[src/rtl/video_arith_arbiter.sv]
// Shares one iterative 12x12 multiplier and one 24/12 divider between NREQ requesters.
// Build option: VIDEO_ARITH_ARB_FIXED_PRIO_EN selects fixed lowest-index priority instead of round-robin.

module sys_umul #(
  parameter int AW = 12,
  parameter int BW = 12
) (
  input  logic             clk,
  input  logic             start,
  input  logic [AW-1:0]    a,
  input  logic [BW-1:0]    b,
  output logic             run,
  output logic [AW+BW-1:0] res
);
  localparam int CW = $clog2(BW + 1);

  logic [AW+BW-1:0] acc_q, acc_d, mcand_q, mcand_d;
  logic [BW-1:0]    mplier_q, mplier_d;
  logic [CW-1:0]    cnt_q, cnt_d;

  // Shift-add, one multiplier bit per cycle; run is high while bits remain.
  always_comb begin
    acc_d    = acc_q;
    mcand_d  = mcand_q;
    mplier_d = mplier_q;
    cnt_d    = cnt_q;
    if (start) begin
      acc_d    = '0;
      mcand_d  = {{BW{1'b0}}, a};
      mplier_d = b;
      cnt_d    = CW'(BW);
    end else if (cnt_q != '0) begin
      if (mplier_q[0]) acc_d = acc_q + mcand_q;
      mcand_d  = mcand_q << 1;
      mplier_d = mplier_q >> 1;
      cnt_d    = cnt_q - 1'b1;
    end
  end

  // No reset: a run in flight always drains on its own.
  always_ff @(posedge clk) begin
    acc_q    <= acc_d;
    mcand_q  <= mcand_d;
    mplier_q <= mplier_d;
    cnt_q    <= cnt_d;
  end

  assign run = (cnt_q != '0);
  assign res = acc_q;
endmodule

module sys_udiv #(
  parameter int NW = 24,
  parameter int DW = 12
) (
  input  logic          clk,
  input  logic          start,
  input  logic [NW-1:0] n,
  input  logic [DW-1:0] d,
  output logic          run,
  output logic [NW-1:0] res
);
  localparam int CW = $clog2(NW + 1);

  logic [NW-1:0] quo_q, quo_d;
  logic [DW-1:0] rem_q, rem_d, d_q, d_d;
  logic [DW:0]   rem_sh;
  logic [CW-1:0] cnt_q, cnt_d;

  // Restoring division, one quotient bit per cycle.
  always_comb begin
    quo_d  = quo_q;
    rem_d  = rem_q;
    d_d    = d_q;
    cnt_d  = cnt_q;
    rem_sh = {rem_q, quo_q[NW-1]};
    if (start) begin
      quo_d = n;
      rem_d = '0;
      d_d   = d;
      cnt_d = CW'(NW);
    end else if (cnt_q != '0) begin
      if (rem_sh >= {1'b0, d_q}) begin
        rem_d = DW'(rem_sh - {1'b0, d_q});
        quo_d = {quo_q[NW-2:0], 1'b1};
      end else begin
        rem_d = rem_sh[DW-1:0];
        quo_d = {quo_q[NW-2:0], 1'b0};
      end
      cnt_d = cnt_q - 1'b1;
    end
  end

  always_ff @(posedge clk) begin
    quo_q <= quo_d;
    rem_q <= rem_d;
    d_q   <= d_d;
    cnt_q <= cnt_d;
  end

  assign run = (cnt_q != '0);
  assign res = quo_q;
endmodule

module video_arith_arbiter #(
  parameter int          NREQ     = 2,
  parameter logic [23:0] ZDIV_RES = 24'hFFFFFF
) (
  input  logic              CLK_VIDEO,
  input  logic              reset,
  input  logic [NREQ-1:0]   req,
  input  logic [NREQ-1:0]   op,
  input  logic [NREQ*24-1:0] arg_a,
  input  logic [NREQ*12-1:0] arg_b,
  output logic [NREQ-1:0]   done,
  output logic [23:0]       res,
  output logic [NREQ-1:0]   grant,
  output logic              busy
);
  localparam int GW = (NREQ > 1) ? $clog2(NREQ) : 1;

  typedef enum logic [1:0] {IDLE, ISSUE, WAIT, ACK} state_t;

  // Handshake: req[i] is held with stable op/args until done[i]; done[i] holds until req[i] falls.
  state_t          state_q, state_d;
  logic [GW-1:0]   g_q, g_d, win_idx;
  logic            win_found;
  logic [NREQ-1:0] grant_q, grant_d, done_q, done_d;
  logic            op_q, op_d;
  logic [23:0]     a_q, a_d, res_q, res_d;
  logic [11:0]     b_q, b_d;
  logic            mul_start_q, mul_start_d, div_start_q, div_start_d;
  logic            mul_run, div_run;
  logic [23:0]     mul_res, div_res;
`ifndef VIDEO_ARITH_ARB_FIXED_PRIO_EN
  logic [GW-1:0]   ptr_q, ptr_d;
  int              idx;
`endif

  always_comb begin
    win_found = 1'b0;
    win_idx   = '0;
`ifdef VIDEO_ARITH_ARB_FIXED_PRIO_EN
    for (int k = NREQ - 1; k >= 0; k--) begin
      if (req[k]) begin
        win_found = 1'b1;
        win_idx   = GW'(k);
      end
    end
`else
    idx = 0;
    for (int k = 0; k < NREQ; k++) begin
      idx = int'(ptr_q) + k;
      if (idx >= NREQ) idx = idx - NREQ;
      if (!win_found && req[GW'(idx)]) begin
        win_found = 1'b1;
        win_idx   = GW'(idx);
      end
    end
`endif
  end

  always_comb begin
    state_d     = state_q;
    g_d         = g_q;
    grant_d     = grant_q;
    done_d      = done_q;
    op_d        = op_q;
    a_d         = a_q;
    b_d         = b_q;
    res_d       = res_q;
    mul_start_d = 1'b0;
    div_start_d = 1'b0;
`ifndef VIDEO_ARITH_ARB_FIXED_PRIO_EN
    ptr_d       = ptr_q;
`endif
    case (state_q)
      IDLE: begin
        if (win_found && !mul_run && !div_run) begin
          g_d          = win_idx;
          grant_d      = '0;
          grant_d[win_idx] = 1'b1;
          op_d         = op[win_idx];
          a_d          = arg_a[int'(win_idx)*24 +: 24];
          b_d          = arg_b[int'(win_idx)*12 +: 12];
          if (op[win_idx] && (arg_b[int'(win_idx)*12 +: 12] == 12'd0)) begin
            res_d   = ZDIV_RES;
            state_d = ACK;
          end else begin
            state_d = ISSUE;
          end
        end
      end
      ISSUE: begin
        if (op_q) div_start_d = 1'b1;
        else      mul_start_d = 1'b1;
        state_d = WAIT;
      end
      WAIT: begin
        // Run only rises the edge after start, so ignore it while start is still high.
        if (!mul_start_q && !div_start_q && !(op_q ? div_run : mul_run)) begin
          res_d   = op_q ? div_res : mul_res;
          state_d = ACK;
        end
      end
      ACK: begin
        if (done_q == '0) begin
          done_d = grant_q;
        end else if (!req[g_q]) begin
          done_d  = '0;
          grant_d = '0;
`ifndef VIDEO_ARITH_ARB_FIXED_PRIO_EN
          ptr_d   = (g_q == GW'(NREQ - 1)) ? '0 : g_q + 1'b1;
`endif
          state_d = IDLE;
        end
      end
      default: state_d = IDLE;
    endcase
  end

  always_ff @(posedge CLK_VIDEO) begin
    if (reset) begin
      state_q     <= IDLE;
      g_q         <= '0;
      grant_q     <= '0;
      done_q      <= '0;
      op_q        <= 1'b0;
      a_q         <= '0;
      b_q         <= '0;
      res_q       <= '0;
      mul_start_q <= 1'b0;
      div_start_q <= 1'b0;
`ifndef VIDEO_ARITH_ARB_FIXED_PRIO_EN
      ptr_q       <= '0;
`endif
    end else begin
      state_q     <= state_d;
      g_q         <= g_d;
      grant_q     <= grant_d;
      done_q      <= done_d;
      op_q        <= op_d;
      a_q         <= a_d;
      b_q         <= b_d;
      res_q       <= res_d;
      mul_start_q <= mul_start_d;
      div_start_q <= div_start_d;
`ifndef VIDEO_ARITH_ARB_FIXED_PRIO_EN
      ptr_q       <= ptr_d;
`endif
    end
  end

  sys_umul #(.AW(12), .BW(12)) u_mul (
    .clk(CLK_VIDEO), .start(mul_start_q), .a(a_q[11:0]), .b(b_q),
    .run(mul_run), .res(mul_res)
  );

  sys_udiv #(.NW(24), .DW(12)) u_div (
    .clk(CLK_VIDEO), .start(div_start_q), .n(a_q), .d(b_q),
    .run(div_run), .res(div_res)
  );

  assign done  = done_q;
  assign res   = res_q;
  assign grant = grant_q;
  assign busy  = (state_q != IDLE);
endmodule

[config.mk]
export PLATFORM = sky130hd
export DESIGN_NAME = video_arith_arbiter
export DESIGN_NICKNAME = d
export VERILOG_FILES = /design/src/rtl/video_arith_arbiter.sv
export SDC_FILE = /design/constraint.sdc
export NUM_CORES = 1
export LEC_CHECK = 0
export CORE_MARGIN = 2
export CORE_UTILIZATION = 59
export CTS_BUF_LIST = sky130_fd_sc_hd__clkbuf_8
export CTS_CLUSTER_SIZE = 10
export DETAILED_ROUTE_END_ITERATION = 12
export GPL_ROUTABILITY_DRIVEN = 0
export PLACE_DENSITY = 0.9
export SYNTH_ARGS = -nofsm -noshare
export SYNTH_HDL_FRONTEND = slang
export SYNTH_HIERARCHICAL = 1
export SYNTH_SLANG_ARGS = --single-unit
[constraint.sdc]
create_clock -name CLK_VIDEO -period 3.9 [get_ports CLK_VIDEO]
set_clock_uncertainty 0.1 [all_clocks]
set_input_delay 0.39 -clock CLK_VIDEO [delete_from_list [all_inputs] [get_ports CLK_VIDEO]]
set_output_delay 0.39 -clock CLK_VIDEO [all_outputs]
set_load 0.01 [all_outputs]
## Yosys cells after proc, flatten, opt, wreduce, memory -nomap -nowiden

Cells that the tools add are included.

- $lt $le $gt $ge: 8
- Mux-type cells: 42
- Equal/unequal tests: 9
- $add $sub $neg: 8
- Reductions and logical operators: 31
- Multiply operators: 2
- Shift operators: 2
- Bitwise logic cells: 3

Operators by type and width:

| cell | number |
|---|---|
| $mux W24 | 6 |
| $mux W12 | 5 |
| $pmux W24 S2 | 1 |
| $shiftx A48 B7 Y24 | 1 |
| $add A24 B24 Y24 | 1 |
| $shiftx A24 B6 Y12 | 1 |
| $mux W1 | 20 |
| $mux W2 | 7 |
| $ge A13 B12 Y1 | 1 |
| $logic_not A12 Y1 | 1 |
| $ne A2 B2 Y1 const B | 6 |
| $reduce_and A4 Y1 | 3 |
| $sub A12 B12 Y12 | 1 |
| $reduce_bool A2 Y1 | 5 |
| $pmux W2 S4 | 1 |
| $logic_and A1 B1 Y1 | 7 |
| $logic_not A1 Y1 | 6 |
| $lt A1 B3 Y1 const B | 2 |
| $mul A1 B2 Y3 const B | 2 |
| $reduce_and A2 Y1 | 3 |
| $reduce_bool A5 Y1 | 1 |
| $sub A5 B1 Y5 const B | 1 |
| $eq A2 B2 Y1 const B | 2 |
| $logic_not A2 Y1 | 2 |
| 15 further kinds | 19 |

- Bits in registers: 188
- Bits of input ports: 78

## Logic depth before layout (Yosys ltp)

Gate-level depths: netlist of run 1.

- Depth in word-level cells: 16
- Mapped depth: 12

## By module

The synthesis of run 1 kept the hierarchy.

By module, submodules not included:

| module | times used | cells an instance | area an instance (µm²) |
|---|---|---|---|
| sys_umul | 1 | 373 | 3,624.7 |
| video_arith_arbiter | 1 | 389 | 3,448.3 |
| sys_udiv | 1 | 228 | 2,737.6 |

## Worst setup path before layout of run 1

Ideal clock, no wire load.

- Path type: register -> register
- Start point: reg u_div.cnt_q[0]
- End point: reg, netlist name res[13]
- Library setup time: 0.152 ns
- Stages on the path, launching flop included: 12
- Data arrival time: 2.563 ns
- Required time: 3.648 ns
- Period minus slack after synthesis: 2.815 ns
- Setup slack: 1.085 ns
- Cells stage by stage: dfxtp_1 inv_1 ha_1 nand2_1 nor2_1 clkinv_1 clkbuf_1 or3b_1 a21oi_1 o211a_1 buf_4 a221oi_2

RTL lines:

| what | line | text |
|---|---|---|
| start, declared | 68 | `logic [CW-1:0] cnt_q, cnt_d;` |
| start signal, assigned | 98 | `cnt_q <= cnt_d;` |

==> out/summary.txt, run 1 <==
outcome: finished, final reports clean
Data required, critical path: 4.10 ns
nets: 1195
final-report max-slew violation count: 0
drt pass-1 iters: 7
routed wire length: 24010 microns
Clock power frac: 17.2%
R2R Setup Slk: 0.98 ns
headroom to the max-slew limit: 18.68%
CP Capture Point: res[2]
sequential cell area fraction in the yosys report: 44.48%
Post-synth EDFFs: 60
RSZ-0062 raised after global routing: no
Peak Freq: 342.4 MHz
CTS Hold Bufs: 0
Tmin final: 2.920 ns
latest clock arrival within the worst-skew pair: 0.48 ns
crit start category: flip-flop
H-tree levels: 4
Netlist cell types: 80
Cell Chain, Critical Path: inv_1 -> ha_1 -> nor3b_2 -> buf_4 -> inv_2 -> or3b_1 -> a21oi_1 -> o211a_1 -> buf_4 -> a221oi_1
CORE AREA: 0.01641 sq mm
r2r startpoint: u_mul/cnt_q[0]
Via density: 6.123
vias in the first global route: 7998
initial antenna violation count: 0
Total GRT Usage: 27.64%
final global-route overflow total: 0
Ys Warns: 6
critical path's most frequent cell: buf_4
setup violators final: 0
worst-margin pin slew: 1.220 ns
Mapped Nets: 1112
area leader, netlist: dfxtp_1
WS Path Type: reg2reg
largest net degree at the start of global routing: 51
Buffers on Ports: 106
Reg clk slew, reported paths: 0.10 ns
layout cell share with drive strength beyond 1: 13.81%
area share of the largest cell type after synthesis: 26.12%
Avg Inst Size Synth: 9.910 sq um
Post-DRT Antenna Nets: 0
Seq pwr share: 41.6%
worst-case reg-to-reg path depth: 10
Setup TNS: 0 ns
period utilisation layout: 74.88%
Critical Path Max Stage Delay: 0.50 ns
Sw Share: 38.53%
CTS Root Cell: clkbuf_8
Clock Path Buffers: 2
die area: 0.01768 sq mm
via count: 7996
Fin. Hold Viols: 0
TritonCTS buffer count: 17
postcts setup bufs: 0
first-pass GRT wire length: 39060 microns
Crit Path Max Fanout: 24
Yosys reg bits: 188
ANT cells: 0
ys async rst share: 0%
Comb pwr share: 41.2%
Post-Synthesis Cell Area: 0.009811 sq mm
num ports: 107
total net switching power: 2.881 mW
PwrDens: 658.4 mW/mm^2
DRC Markers: 0
WL/cell: 18.38 microns
Worst Setup SP: u_mul/cnt_q[0]
Area contributors post-synth: dfxtp_1 (26%), edfxtp_1 (18%), mux2_2 (5.5%), nand2_1 (5.4%), ha_1 (5.4%)
internal power: 4.597 mW
post_cts resized: 0
total clock sinks: 188
hpwl dp: 17040 microns
max_cap viols: 0
Max VDD drop: 0.0003805 V
CP Capture Type: flip-flop
initial core utilization: 59.80%
hold_ws: 0.3616 ns
Pleak: 4.221 nW
CP arrival: 3.12 ns
P&R area growth vs syn: 15.76%
main flop type after synthesis: dfxtp_1
FF-to-FF End: res[2]
CP max stage cell: or3b_1
Die Ht: 133.0 microns
CTS tree: done
Hold Crit Class: reg2reg
Core Rows: 47
Die Width: 133.0 microns
Syn Inst Count: 990
initial drt markers: 806
[worst min path at each step]
stage | end | start | cells past startpoint | slack (ns)
after floorplan | u_div/d_q[11] | b_q[11] | 0 | 0.32
after global placement | u_div/cnt_q[4] | u_div/cnt_q[4] | 1 | 0.34
after detailed placement | u_div/cnt_q[4] | u_div/cnt_q[4] | 1 | 0.34
after CTS | a_q[1] | arg_a[25] | 3 | 0.35
after global routing | a_q[3] | arg_a[27] | 3 | 0.36
final | u_div/cnt_q[4] | u_div/cnt_q[4] | 1 | 0.36
[layout make-up]
cell class,instances,area [sq um]
Tap cell,220,275.3
Clock buffer,17,234.0
Timing Repair Buffer,121,1169
Clock inverter,15,157.7
Fill cell,1160,5050
Multi-Input combinational cell,690,4949
Sequential cell,188,4367
Inverter,55,206.4
[worst max-delay path, delay by kind of cell, from the launching register on]
family,cells,cell delay (ns)
and+or+nand+nor,2,0.65
AOI/OAI and AO/OA,3,0.61
buffers and inverters,4,0.86
adders and majority gates,1,0.17
DFF,1,0.32
[kinds of logic (layout without fill, tap and decap cells)]
| kind of cell | Yosys count | after routing | share of synthesized area, % |
|---|---|---|---|
| compound gates | 239 | 239 | 19.25 |
| xor+xnor | 23 | 23 | 2.053 |
| fa+ha+maj | 44 | 44 | 5.765 |
| buf+inv | 112 | 208 | 5.127 |
| flops | 188 | 188 | 44.48 |
| mux | 83 | 83 | 9.131 |
| simple gates | 301 | 301 | 14.19 |
[routing by layer]
layer	up-vias	GRT usage [%]	part of all wire [%]
met1	3818	36.22	44
met4	0	10.75	2.4
met5	-	0	0
li1	3788	-	-
met3	53	4.828	6.4
met2	337	45.80	47
[power by group through the flow]
stage | combinational, mW | sequential (mW) | clock [mW]
floorplan | 2.41 | 2.96 | 0
global placement | 2.86 | 3.11 | 0
detailed placement | 2.97 | 3.15 | 0
CTS | 3.02 | 3.10 | 1.29
global route | 3.37 | 3.17 | 1.36
finish | 3.08 | 3.11 | 1.28
[sequential cells by signal, summed over array words and instances, names as in the netlist, 5 cells and up]
register,flops
a_q,24
res,24
u_div/res,24
u_mul/mcand_q,24
u_mul/res,24
b_q,12
u_div/d_q,12
u_div/rem_q,12
u_mul/mplier_q,12
u_div/cnt_q,5
[cells in the mapped netlist (all sizes together) (4+ instances only)]
cell type / instances
nor3b: 7
or3: 9
edfxtp: 60
ha: 42
a211oi: 22
nor3: 12
nand3: 7
nand4: 5
a221oi: 27
nor2: 83
nor2b: 4
xor2: 6
a32o: 7
a21oi: 56
inv: 54
buf: 29
clkbuf: 28
xnor2: 17
dfxtp: 128
a311oi: 37
a21o: 18
mux2: 49
nand2: 141
nor4: 5
nand2b: 5
and2: 5
mux2i: 34
o21ai: 31
o21bai: 6
o21a: 7
[through the flow]
stage | power [mW] | std cells | utilization, % | cell area [sq um] | setup slack, ns
after floorplan | 5.370 | 990 | - | 9811 | 1.085
after global placement | 5.971 | 1274 | 66.83 | 10970 | 1.118
after detailed placement | 6.120 | 1274 | 66.83 | 10970 | 1.030
after CTS | 7.413 | 1306 | 69.22 | 11360 | 0.9853
after global routing | 7.900 | 1306 | 69.22 | 11360 | 0.7975
final | 7.478 | 1306 | 69.22 | 11360 | 0.9795
[placed cells by master (no fill, tap or decap), drive strengths merged, types with 37 or more instances in the layout]
| cell | instances |
|---|---|
| nand2 | 141 |
| dfxtp | 128 |
| clkdlybuf4s50 | 105 |
| nor2 | 83 |
| edfxtp | 60 |
| inv | 59 |
| a21oi | 56 |
| mux2 | 49 |
| ha | 42 |
| a311oi | 37 |
(Power assumes the default switching activity.)
==> inputs of run 2 (changes only) <==
Settings changed: CORE_UTILIZATION 59 to 53, PLACE_DENSITY 0.9 to 0.86.
Clock period 3.9 ns to 2.4 ns, I/O delays scaled along.
==> run 2 against run 1 <==
Against the previous run: the run now ends with DRC, setup timing left; wire length is 13% higher; count of clock-buffer cells in the layout increased by 3; register-to-register slack got worse by 1.2 ns; via count grew 5.6%; sequential share of layout area shrank 3.4 points; core utilization shrank 0.30 points; critical path depth down 2; die area is 11% higher; sequential power increased by 62%; non-clock buffer count rose by 77; critical path type unchanged; critical endpoint is now u_mul/res[16]; largest power group is now combinational cells.
==> out/summary.txt, run 2 (same netlist as run 1, synthesis figures left out) <==
outcome: finished, violations left
violated checks: DRC, setup timing
H-tree levels: 4 (unchanged)
period utilisation layout: 107.5% (+33 points)
total clock sinks: 188 (unchanged)
hold_ws: 0.2337 ns (-0.1279 ns)
first-pass GRT wire length: 39640 microns (+1.5%)
hpwl dp: 17210 microns (+1.0%)
DRC Markers: 6 (+6)
final setup margin: -0.1797 ns (-1.159 ns)
headroom to the max-slew limit: 51.55% (+33 points)
Post-DRT Antenna Nets: 0 (unchanged)
P&R area growth vs syn: 27.05%
routed wire length: 27160 microns (+13%)
CTS tree: done
hold wc startpoint: arg_a[36]
crit start category: flip-flop
drt pass-1 iters: 10 (+3)
Buffers on Ports: 106 (unchanged)
PwrDens: 1081 mW/mm^2 (+64%)
ANT cells: 0 (unchanged)
commonest cells after routing, fill and taps aside: nand2_1 (140), dfxtp_1 (124), clkdlybuf4s50_1 (105)
Via density: 6.068 (-0.90%)
CP arrival: 2.84 ns (-0.28 ns)
Reg clk slew, reported paths: 0.10 ns (about the same)
largest net degree at the start of global routing: 63 (+24%)
Pleak: 4.678 nW (+11%)
Data required, critical path: 2.66 ns (-1.44 ns)
layout cell share with drive strength beyond 1: 23.82% (+10 points)
Die Ht: 140.1 microns (+5.3%)
WS Path Type: reg2reg
design area: 0.01246 sq mm (+9.8%)
WL/cell: 19.51 microns (+6.1%)
nets: 1272 (+6.4%)
TritonCTS buffer count: 17 (unchanged)
worst hold stages: 3 (+2)
worst-margin pin slew: 0.7241 ns (-0.4956 ns)
Finished Layout Cells: 1392 (+6.6%)
CP Capture Type: flip-flop
CTS Root Cell: clkbuf_8
commonest non-fill, non-tap cell in the layout: nand2_1
Core Rows: 49 (+4.3%)
R2R Setup Slk: -0.18 ns (-1.16 ns)
setup violators final: 9 (+9)
Peak Freq: 387.6 MHz (+13%)
RSZ-0062 raised after global routing: yes
post-route core utilization: 68.92% (-0.30 points)
final-report max-slew violation count: 0 (unchanged)
DP Area: 0.01151 sq mm (+4.9%)
Die Width: 140.1 microns (+5.3%)
Max VDD drop: 0.0006137 V (+61%)
r2r startpoint: u_mul/mcand_q[0]
initial antenna violation count: 0 (unchanged)
initial core utilization: 54.24% (-5.6 points)
multi-input logic area: 0.005294 sq mm (+7.0%)
Tmin final: 2.580 ns (-0.3408 ns)
Crit Path Max Fanout: 5 (-79%)
num ports: 107 (unchanged)
area occupied by registers: 0.004369 sq mm (about the same)
FF-to-FF End: u_mul/res[16]
initial drt markers: 958 (+19%)
worst-case reg-to-reg path depth: 8 (-2)
Fill cells: 1251 (+7.8%)
Hold Crit Class: in2reg
die area: 0.01962 sq mm (+11%)
Fin. Hold Viols: 0 (unchanged)
via count: 8446 (+5.6%)
final global-route overflow total: 0 (unchanged)
latest clock arrival within the worst-skew pair: 0.47 ns (about the same)
CORE AREA: 0.01809 sq mm (+10%)
Cells after DPL: 1337 (+4.9%)
vias in the first global route: 8195 (+2.5%)
Worst Hold End: a_q[12]
Total GRT Usage: 25.11% (-2.5 points)
Clock Path Buffers: 2 (unchanged)
max_cap viols: 0 (unchanged)
## run 2: cell count changes in the layout (fill, tap and decap cells not counted), sizes merged
cell,previous run,this run
clkbuf,17,24
inv,59,58
bufinv,1,2
clkinv,7,4
buf,16,89
## run 2: what timing repair did
item | in CTS | in global routing
resized for setup | 15 | 50
hold endpoints to repair | 0 | 0
setup buffers | 5 | 13
pin swaps | 10 | 26
cloned | 0 | 5
setup endpoints to repair | 22 | 79
hold buffers | 0 | 0
## run 2: worst max-delay path, cell delays in order, from the launching register on
cell and delay (ns):
edfxtp_1 0.44, ha_4 0.19, fa_2 0.34, a21o_1 0.20
a221oi_2 0.31, or3b_4 0.24, a21oi_1 0.08, or3_1 0.31
a32o_1 0.25
## run 2: worst max path at each step
stage | slack (ns) | to | from
finish | -0.18 | u_mul/res[16] | u_mul/mcand_q[0]
global route | -0.24 | u_mul/res[20] | u_mul/mcand_q[0]
CTS | -0.11 | u_mul/res[16] | u_mul/mcand_q[0]
detailed placement | -0.18 | u_mul/res[18] | u_mul/mcand_q[0]
global placement | -0.15 | u_mul/res[18] | u_mul/mcand_q[0]
floorplan | -0.14 | u_mul/res[18] | u_mul/mcand_q[0]
## run 2: power breakdown
part	switching [mW]	total (mW)	internal, mW
clock network	1.12	2.12	0.999
registers	0.702	5.04	4.34
logic	3.22	6.32	3.10
## run 2: per-stage QoR
step / TNS [ns] / setup WS [ns] / power [mW]
after floorplan: -0.4655 / -0.1414 / 8.829
final: -0.8799 / -0.1797 / 13.47
after detailed placement: -3.412 / -0.1812 / 10.56
after global routing: -2.042 / -0.2377 / 14.21
after global placement: -0.5194 / -0.1453 / 10.29
after CTS: -0.4367 / -0.1130 / 12.84
## run 2: final cells by class
cell class,instances,area share [%]
Clock buffer,20,2.208
Clock inverter,12,0.9737
Inverter,55,1.676
Multi-Input combinational cell,690,42.47
Sequential cell,188,35.05
Tap cell,229,2.299
Timing Repair Buffer,198,15.32
## run 2: per-layer routing
metal / vias to the layer above / GRT usage (%) / wire [microns] / part of all wire (%)
li1: 3931 / - / - / -
met1: 4090 / 31.44 / 11530 / 42
met2: 367 / 43.01 / 13180 / 49
met3: 58 / 4.479 / 1625 / 6.0
met4: 0 / 10.47 / 826 / 3.0
met5: - / 0 / 0 / 0
